$ cat src/rtl/hazard_scoreboard.sv
// Pipeline hazard unit: operand forwarding, load-use stall, multi-cycle divide stall and flush control.
// Optional divide stall FSM is compiled in with `define HAZARD_DIV_STALL_EN.
module hazard_scoreboard #(
    parameter int AW         = 5,
    parameter int DIV_CYCLES = 32,
    parameter int CW         = 32
) (
    input  logic          clk,
    input  logic          resetn,
    input  logic [AW-1:0] rsD,
    input  logic [AW-1:0] rtD,
    input  logic [AW-1:0] rsE,
    input  logic [AW-1:0] rtE,
    input  logic [AW-1:0] writeregE,
    input  logic [AW-1:0] writeregM,
    input  logic [AW-1:0] writeregW,
    input  logic          regwriteE,
    input  logic          regwriteM,
    input  logic          regwriteW,
    input  logic          memtoregE,
    input  logic          div_startE,
    input  logic          predict_wrongM,
    input  logic          excM,
    output logic [1:0]    forwardAE,
    output logic [1:0]    forwardBE,
    output logic          stallF,
    output logic          stallD,
    output logic          stallE,
    output logic          flushD,
    output logic          flushE,
    output logic          flushM,
    output logic          div_busy,
    output logic          div_done,
    output logic [CW-1:0] stall_cnt
);

    logic          lwstall;
    logic          divstall;
    logic [CW-1:0] stall_cnt_reg;

    // Register 0 is hard-wired, so it never forwards; M is newer than W and wins.
    function automatic logic [1:0] fwd_sel(input logic [AW-1:0] src,
                                           input logic [AW-1:0] wr_m, input logic we_m,
                                           input logic [AW-1:0] wr_w, input logic we_w);
        logic [1:0] sel;
        sel = 2'b00;
        if (src != '0 && src == wr_m && we_m)
            sel = 2'b10;
        else if (src != '0 && src == wr_w && we_w)
            sel = 2'b01;
        return sel;
    endfunction

    assign forwardAE = fwd_sel(rsE, writeregM, regwriteM, writeregW, regwriteW);
    assign forwardBE = fwd_sel(rtE, writeregM, regwriteM, writeregW, regwriteW);

    // E-stage destination is not needed: load-use is detected on rtE of the load.
    wire unused_ok = &{1'b0, writeregE, regwriteE};

    assign lwstall = memtoregE && (rtE != '0) && ((rsD == rtE) || (rtD == rtE)) && !stallE;

`ifdef HAZARD_DIV_STALL_EN
    localparam int CNTW = $clog2(DIV_CYCLES);

    typedef enum logic [1:0] {IDLE, BUSY, DONE} div_state_t;

    div_state_t      state_reg;
    logic [CNTW-1:0] cnt_reg;

    // The IDLE start cycle counts as the first stall cycle, hence the preload of DIV_CYCLES-2.
    always_ff @(posedge clk) begin
        if (!resetn || excM) begin
            state_reg <= IDLE;
            cnt_reg   <= '0;
        end else begin
            case (state_reg)
                IDLE: begin
                    if (div_startE) begin
                        state_reg <= BUSY;
                        cnt_reg   <= CNTW'(DIV_CYCLES - 2);
                    end
                end
                BUSY: begin
                    if (cnt_reg == '0)
                        state_reg <= DONE;
                    else
                        cnt_reg <= cnt_reg - 1'b1;
                end
                DONE:    state_reg <= IDLE;
                default: state_reg <= IDLE;
            endcase
        end
    end

    assign divstall = ((state_reg == IDLE) && div_startE && !excM) || (state_reg == BUSY);
    assign div_busy = (state_reg == BUSY) || (state_reg == DONE);
    assign div_done = (state_reg == DONE);
`else
    wire unused_div = &{1'b0, div_startE, (DIV_CYCLES > 0)};

    assign divstall = 1'b0;
    assign div_busy = 1'b0;
    assign div_done = 1'b0;
`endif

    // An exception overrides every stall so the handler can be fetched immediately.
    assign stallE = divstall && !excM;
    assign stallF = (lwstall || divstall) && !predict_wrongM && !excM;
    assign stallD = stallF;

    assign flushD = predict_wrongM || excM;
    assign flushE = lwstall || (predict_wrongM && !stallE) || excM;
    assign flushM = divstall || excM;

    always_ff @(posedge clk) begin
        if (!resetn)
            stall_cnt_reg <= '0;
        else if (stallF && !(&stall_cnt_reg))
            stall_cnt_reg <= stall_cnt_reg + 1'b1;
    end

    assign stall_cnt = stall_cnt_reg;

endmodule

$ cat config.mk
export PLATFORM = sky130hd
export DESIGN_NAME = hazard_scoreboard
export DESIGN_NICKNAME = d
export VERILOG_FILES = /design/src/rtl/hazard_scoreboard.sv
export SDC_FILE = /design/constraint.sdc
export NUM_CORES = 1
export LEC_CHECK = 0
export CAP_MARGIN = 10
export CORE_MARGIN = 3
export CORE_UTILIZATION = 43
export DETAILED_ROUTE_END_ITERATION = 10
export HOLD_SLACK_MARGIN = 0.15
export PLACE_DENSITY = 0.86
export SYNTH_ARGS = -nofsm -noshare
export SYNTH_HDL_FRONTEND = slang
export SYNTH_SLANG_ARGS = --single-unit
$ cat constraint.sdc
create_clock -name clk -period 2.22 [get_ports clk]
set_input_delay 0.444 -clock clk [delete_from_list [all_inputs] [get_ports clk]]
set_output_delay 0.444 -clock clk [all_outputs]
set_load 0.01 [all_outputs]
==> out/results.txt <==
count of different cell masters after synthesis = 41
main combinational cell family by area after synthesis = simple AND/OR/NAND/NOR gates
WP data arrival = 1.75 ns
# nets final = 403
Antenna Violating Nets Remaining = 0
vias in the first global route = 2204
latest clock arrival within the worst-skew pair = 0.29 ns
Die W = 76.8 um
mux cell area share after synthesis = 0.928%
Fin. Hold Viols = 0
R2R depth = 6
Mapped Cells = 259
mapped cell area = 2160 sq um
DR vias = 2294
Seq pwr share = 40.4%
Setup WS post-layout = 0.0225 ns
fin crit period = 2.20 ns
Core ar. = 4790 sq um
Post-Synth Adder-Cell Area = 0.580%
Final Util = 70.2%
Design Power = 1.42 mW
Die Y = 76.8 um
simple-gate share of the synthesized area = 32.5%
Initial Util = 45.1%
H-tree depth = 2
net switching power = 0.321 mW
worst r2r dst = stall_cnt[31]
fin crit share = 99.0%
max-cap violations = 0
# rows = 25
placed wire-length estimate = 4610 um
first-pass GRT wire length = 9890 um
clock network power share = 43.3%
io pins = 88
Filler cells = 374
Comb pwr share = 16.3%
Crit. End Element = output pin
Power Density = 423 nW/um^2
Synth async-reset ratio = 0%
hold endpoint = stall_cnt[16]
fin. max-slew vios = 0
Switching Fraction = 22.6%
DIE AREA = 5910 sq um
Synth warnings = 0
maximum number of pins on one net before global-route repair = 41
register area share after synthesis = 29.7%
most common cell after layout, fill and taps aside = clkdlybuf4s50_1
layer with the highest usage = met2
Vias per Instance = 5.38
most common flop cell mapped by yosys = dfxtp_1
Worst VDD drop = 0.000292 V
post-placement setup slack = -0.709 ns
DRC = 0
top cell type's share of synthesized area = 29.7%
worst setup path category = primary input to output pin
Max FO, Critical Path = 2
EDFF count, synth = 0
Int Pwr = 1.10 mW
Synth Register Bits = 32
class of the worst hold path = flip-flop to flip-flop
M2 GR Usage = 37.8%
drt pass-1 iters = 4
leading area contributor after synthesis = dfxtp_1
most frequent cells in the layout = clkdlybuf4s50_1 (55), dfxtp_1 (32), xnor2_1 (30)
r2r setup slk = 0.20 ns
sinks on the clock net = 32
crit path launch type = primary input
grt met3 use = 6.10%
final setup TNS = 0 ns
grt met1 use = 21.8%
Worst-path clk slew = 0.06 ns
Buffers on Ports = 77
Area Overhead vs Synth = 55.7%
final non-filler cell total = 426
gpl congestion = 0.803
Clock Skew = 0.00255 ns
Total Wirelength = 6090 um
placed cells = 415
Pleak = 1.18 nW
status = finished, final reports clean
HP Start = stall_cnt[16]
final setup fails = 0
fraction of layout cells with a size suffix above 1 = 22.0%
WHS Path Cells = 2
antenna violations before repair = 0
largest cells by area after synthesis = dfxtp_1 (30%), xnor2_1 (12%), or3_1 (4.6%), a21boi_0 (4.2%), nand2_1 (4.0%)
highest clock rate = 455 MHz
Root Driver = clkbuf_8
n_diodes = 0
CTS buffer count = 5
CTS tree = yes
Worst Path Required = 1.78 ns
Compound-Gate Fraction of Synth Area = 17.2%
syn_area_per_cell = 8.33 sq um
max reg flops = 32
hold buffer count at cts = 0
unrepaired setup endpoints after global routing = yes
Synth Area in XOR/XNOR = 13.8%
Routed WL per cell = 14.3 um
grt ovf = 0
initial DRC count = 80
worst r2r src = stall_cnt[7]
Max clock buf depth = 2
total global-route track usage = 20.6%
[cells in the mapped netlist, types with 2 or more instances]
master	instances
nor2_1	5
o21ai_0	17
xnor2_1	30
nor2_2	3
and2_1	5
inv_1	4
nor4_1	5
and3_1	4
nand4_1	9
buf_2	6
nand2_1	23
or3_1	16
xor2_1	4
mux2i_1	2
nand3_2	2
clkbuf_1	4
nand2b_1	7
o211ai_1	4
buf_4	7
nand3_1	17
or4_1	6
a21boi_1	8
and4_1	3
nand4_4	2
dfxtp_1	32
a21boi_0	12
o31ai_1	8
[through the flow]
step | hold WS [ns] | instance area (sq um)
5_1_grt | 0.523 | 3360
4_1_cts | 0.496 | 3290
2_1_floorplan | 0.503 | 2180
3_5_place_dp | 0.487 | 3150
3_3_place_gp | 0.475 | 3150
6_report | 0.497 | 3360
[logic make-up after synthesis]
logic type / count (synthesis)
AND/OR/NAND/NOR: 115
other: 1
XOR/XNOR: 34
adder cells (fa/ha/maj): 1
AO/OA/AOI/OAI: 53
flip-flops: 32
multiplexers: 2
buffers and inverters: 21
[layout make-up]
class                           count  area (sq um)  area share [%]
Sequential cell                    32           641            19.1
Clock inverter                      1          30.0           0.894
Tap cell                           67          83.8            2.49
Timing Repair Buffer              107           970            28.9
Clock buffer                        7          96.3            2.87
Multi-Input combinational cell    208          1530            45.4
Inverter                            4          15.0           0.447
[worst max-delay path, cell delays in order]
cell             delay (ns)
clkdlybuf4s15_1        0.18
or4_4                  0.51
nor2_4                 0.13
nor4_4                 0.07
nor4_2                 0.25
buf_2                  0.17
[worst max path at each step]
stage                       from            to  cells past startpoint
after global placement    rsE[1]  forwardAE[0]                      6
after CTS                 rsE[0]  forwardAE[0]                      5
after floorplan           rtE[1]  forwardBE[0]                      5
after detailed placement  rsE[2]  forwardAE[0]                      6
after global routing      rsE[1]  forwardAE[0]                      6
final                     rsE[1]  forwardAE[0]                      6
[power by group through the flow]
stage / sequential [mW] / combinational, mW / clock (mW)
4_1_cts: 0.574 / 0.223 / 0.621
5_1_grt: 0.574 / 0.249 / 0.652
2_1_floorplan: 0.587 / 0.105 / 0
3_3_place_gp: 0.587 / 0.217 / 0
6_report: 0.574 / 0.232 / 0.615
3_5_place_dp: 0.587 / 0.222 / 0
[metal layers]
layer	part of all wire [%]	vias to the layer above
li1	-	1132
met1	40	1061
met2	51	94
met3	6.8	7
met4	1.9	0
met5	0	-
[timing repair]
action | in CTS | in global routing
setup endpoints to repair | 26 | 25
setup buffers | 3 | 0
resized for setup | 65 | 21
pin swaps | 9 | 13
Power figures use the tool's default switching activity.
